==> config.mk <==
export PLATFORM = sky130hd
export DESIGN_NAME = instr_sequencer
export DESIGN_NICKNAME = d
export VERILOG_FILES = /design/src/rtl/instr_sequencer.sv
export SDC_FILE = /design/constraint.sdc
export NUM_CORES = 1
export LEC_CHECK = 0
export CAP_MARGIN = 10
export CORE_MARGIN = 2
export CORE_UTILIZATION = 45
export DETAILED_ROUTE_END_ITERATION = 7
export PLACE_DENSITY = 0.71
export SYNTH_ARGS = -nofsm -noshare
export SYNTH_HDL_FRONTEND = slang
export SYNTH_SLANG_ARGS = --single-unit
==> constraint.sdc <==
create_clock -name clk -period 4.9 [get_ports clk]
set_input_delay 0.98 -clock clk [delete_from_list [all_inputs] [get_ports clk]]
set_output_delay 0.98 -clock clk [all_outputs]
set_load 0.01 [all_outputs]
==> src/rtl/instr_sequencer.sv <==
// Instruction issue controller: fetches program words from a synchronous ROM and
// drives the cpu instruction bus. It holds each word for an opcode-dependent time.
module instr_sequencer #(
  parameter int WIDTH_DATA   = 16,
  parameter int PC_WIDTH     = 8,
  parameter int RS_DEPTH     = 4,
  parameter int HOLD_DEFAULT = 4,
  parameter int HOLD_ALU     = 8
) (
  input  logic                  clk,
  input  logic                  reset,
  input  logic                  run,
  input  logic                  step,
  output logic                  rom_en,
  output logic [PC_WIDTH-1:0]   rom_addr,
  input  logic [WIDTH_DATA-1:0] rom_data,
  output logic [WIDTH_DATA-1:0] instruction,
  output logic                  issue,
  output logic                  busy,
  output logic                  halted,
  output logic                  fault,
  output logic [PC_WIDTH-1:0]   pc
);

  localparam int SPW  = $clog2(RS_DEPTH) + 1;
  localparam int HMAX = (HOLD_ALU > HOLD_DEFAULT) ? HOLD_ALU : HOLD_DEFAULT;
  localparam int CW   = $clog2(HMAX + 1);

  typedef enum logic [2:0] {
    S_IDLE, S_FETCH, S_DECODE, S_HOLD, S_HALTED, S_FAULT
  } state_t;

  state_t              state, state_n;
  logic [SPW-1:0]      sp, sp_m1;
  logic [PC_WIDTH-1:0] rs [RS_DEPTH];
  logic [PC_WIDTH-1:0] next_pc, pc_p1;
  logic [CW-1:0]       cnt;
  logic                single;

  logic [4:0] opcode;
  logic       is_call, is_ret, is_halt, is_alu, rs_full, rs_empty, hold_last;

  assign opcode    = rom_data[WIDTH_DATA-1:WIDTH_DATA-5];
  assign is_call   = (opcode == 5'd20);
  assign is_ret    = (opcode == 5'd21);
  assign is_halt   = (opcode == 5'd31);
  assign is_alu    = (opcode >= 5'd4) && (opcode <= 5'd15);
  assign rs_full   = (sp == SPW'(RS_DEPTH));
  assign rs_empty  = (sp == '0);
  assign sp_m1     = sp - 1'b1;
  assign pc_p1     = pc + 1'b1;
  assign hold_last = (cnt == '0);

  assign rom_en   = (state == S_FETCH);
  assign rom_addr = (state == S_FETCH) ? pc : '0;
  assign busy     = (state == S_FETCH) || (state == S_DECODE) || (state == S_HOLD);
  assign halted   = (state == S_HALTED);
  assign fault    = (state == S_FAULT);

  always_comb begin
    state_n = state;
    case (state)
      S_IDLE:   if (run || step) state_n = S_FETCH;
      S_FETCH:  state_n = S_DECODE;
      S_DECODE: begin
        if (is_halt)                  state_n = S_HALTED;
        else if (is_call && rs_full)  state_n = S_FAULT;
        else if (is_ret && rs_empty)  state_n = S_FAULT;
        else                          state_n = S_HOLD;
      end
      S_HOLD:   if (hold_last) state_n = (run && !single) ? S_FETCH : S_IDLE;
      default:  state_n = state;
    endcase
  end

  always_ff @(posedge clk or negedge reset) begin
    if (!reset) state <= S_IDLE;
    else        state <= state_n;
  end

  // pc only moves at the end of HOLD; the redirect target waits in next_pc
  always_ff @(posedge clk or negedge reset) begin
    if (!reset) begin
      pc          <= '0;
      next_pc     <= '0;
      sp          <= '0;
      cnt         <= '0;
      instruction <= '0;
      issue       <= 1'b0;
      single      <= 1'b0;
    end else begin
      issue <= 1'b0;
      case (state)
        S_IDLE: single <= !run;
        S_DECODE: if (state_n == S_HOLD) begin
          instruction <= rom_data;
          issue       <= 1'b1;
          cnt         <= is_alu ? CW'(HOLD_ALU - 1) : CW'(HOLD_DEFAULT - 1);
          if (is_call) begin
            sp      <= sp + 1'b1;
            next_pc <= rom_data[PC_WIDTH-1:0];
          end else if (is_ret) begin
            sp      <= sp_m1;
            next_pc <= rs[sp_m1[SPW-2:0]];
          end else begin
            next_pc <= pc_p1;
          end
        end
        S_HOLD: begin
          cnt <= cnt - 1'b1;
          if (hold_last) begin
            pc          <= next_pc;
            instruction <= '0;
          end
        end
        default: ;
      endcase
    end
  end

  // Stack storage carries no reset; sp alone defines which entries are live
  always_ff @(posedge clk) begin
    if (state == S_DECODE && is_call && !rs_full)
      rs[sp[SPW-2:0]] <= pc_p1;
  end

endmodule

==> reports/metrics.csv <==
metric,value,unit
grt_pass1_vias,2408,
path_class,flip-flop to output port,
clock_path_buffers,2,
rsz0062_at_grt,false,
cts_buffers,9,
tightest_slew,0.967,ns
hold_path_class,flip-flop to flip-flop,
antenna_left,0,
syn-num-nets,319,
synthAdderAreaFrac,2.39,%
design_area,4520,um^2
status,completed,
end_kind,output port,
synthTopCellsByArea,"dfrtp_1 (30%), edfxtp_1 (26%), mux2i_1 (5.2%), mux2_2 (4.3%), mux4_1 (3.6%)",
dieArea,8890,um^2
synth_edf_count,32,
period_share,68.5,%
avgSynthCellArea,12.6,um^2
cts_tree,yes,
place_area,4270,um^2
yosys_warnings,0,
synthTopCellsByCount,"dfrtp_1 (44), edfxtp_1 (32), nand2_1 (29), inv_1 (23), mux2i_1 (19)",
hold_path_depth,2,
slew_viol_final,0,
hold-worst-slack,0.491,ns
power_density,572,nW/um^2
critPathLaunchType,flip-flop,
async_flop_share,57.9,%
synth_compound_area_share,7.26,%
cp.required,3.92,ns
cts_sinks,76,
grtUsageTotal,19.1,%
max_freq,298,MHz
portBuffers,56,
r2r_cells,6,
area_growth,23.2,%
avgRoutedWirePerCell,17.3,um
antenna_cells,0,
synthSimpleGateAreaFrac,12.6,%
clk_latency,0.35,ns
num_io_pins,57,
peakVddDrop,215,uV
synth_cells,292,
cts.root.buffer_cell,clkbuf_8,
cp.arrival,2.38,ns
die_h,94.3,um
yosysMostFrequentCell,dfrtp_1,
h-tree-depth,3,
first_pass_iters,4,
place.detailed.hpwl,5.32,mm
antenna_found_initial,0,
fin_nets,372,
synth-xor-area-share,1.91,%
via_per_inst,5.38,
drc,0,
setup_viol,0,
grt_remaining_overflow,0,
grt_max_degree,45,
worst_clock_skew,0.0108,ns
path_max_fanout,9,
period_needed,3.36,ns
power,2590,uW
via_count,2433,
routabilityCongestion,0.828,
p_leak,0.00196,uW
holdBufCountCts,0,
rows,32,
die_x,94.3,um
wirelength,7.83,mm
drt_iter0_drc,138,
clkTransAtPathRegs,0.08,ns
yosysSeqAreaShare,56.2,%
synth_top_flop_cell,dfrtp_1,
grt_pass1_wl,12.7,mm
setup_tns,0,ns
core_area,7810,um^2
synth_area,3670,um^2
yosysUniqueCellTypes,48,
synth.ff_latch_count,76,
final_util,57.9,%
synth_top_family_by_area,multiplexers,
max_cap_violations,0,
synthMuxAreaShare,14.9,%
cts_resized,0,
post_cts_buffers,0,
final_hold_viol_count,0,
yosys.area.top_type_share,30.0,%
start_util,47.0,%
relSlewSlack,35.6,%
drive_above_1_share,12.0,%
synth_area_leader_cell,dfrtp_1,
cells by family after synthesis:
| group | count (synthesis) |
|---|---|
| AOI/OAI and AO/OA | 40 |
| buffers and inverters | 38 |
| and+or+nand+nor | 82 |
| DFF | 76 |
| xor gates and xnor gates | 8 |
| adders and majority gates | 7 |
| muxes | 41 |
state kept, by name, summed over array words and instances, names as in the netlist:
name,flops
single,1
pc,8
issue,1
rs,32
state,3
cnt,4
sp,3
next_pc,8
instruction,16
where the power goes:
group          leakage (uW)  switching (uW)  internal, uW
Sequential         0.000831             179           865
Clock              0.000120             244           342
Combinational       0.00101             455           502
Total               0.00196             877          1710
worst paths after layout:
kind                           from        endpoint  slack, ns
setup / recovery           state[0]     rom_addr[4]       1.54
hold / removal               single          single       0.49
setup reg to reg              sp[0]      next_pc[5]       2.20
hold reg to reg              single          single       0.49
max in group asynchronous     reset           pc[6]       3.52
min in group asynchronous     reset  instruction[8]       0.78
per-layer routing:
metal	up-vias	GRT usage (%)	routed length, um
met1	1206	27.3	3630
met2	69	29.8	3730
met4	0	6.16	60
li1	1154	-	-
met3	4	3.45	401
met5	-	0	0
layout by cell type (no fill, tap or decap), types with 2 or more instances in the layout:
cell type,count
nand2_1,29
clkbuf_8,9
xnor2_1,5
a211oi_1,6
a31oi_1,2
o2111ai_1,2
bufinv_16,3
edfxtp_1,32
mux2i_1,19
o21ai_0,8
ha_1,7
inv_1,23
a22oi_1,2
dfrtp_1,44
mux4_2,3
xor2_1,3
clkdlybuf4s50_1,55
nor2_1,10
nor2b_1,4
o2bb2ai_1,2
mux2_2,14
and4_1,2
nor3_1,2
nor4_1,2
mux4_1,5
and3_1,4
nand3_1,5
a21oi_1,11
and2_1,11
or3_1,3
nand3_2,2
clkinv_4,2
area by class of cell:
| type | count | area, um^2 |
|---|---|---|
| well taps | 102 | 128 |
| clock inverters | 7 | 124 |
| clock buffers | 9 | 124 |
| multi-input cells | 178 | 1430 |
| repair buffers | 57 | 563 |
| inverters | 23 | 86.3 |
| flip-flops and latches | 76 | 2060 |
| fillers | 649 | 3290 |
worst max-delay path: stages, from the launching register on:
cell and delay, ns:
dfrtp_1 0.54, inv_1 0.15, nor3_1 0.58, and2_1 0.22, clkdlybuf4s50_1 0.54
through the flow:
step           std cells  worst slack, ns
6_report             452             1.54
5_1_grt              452             1.37
4_1_cts              452             1.52
3_5_place_dp         436             1.52
3_3_place_gp         436             1.57
2_1_floorplan        292             2.06
Note: power is estimated with default switching activity, not from simulation.
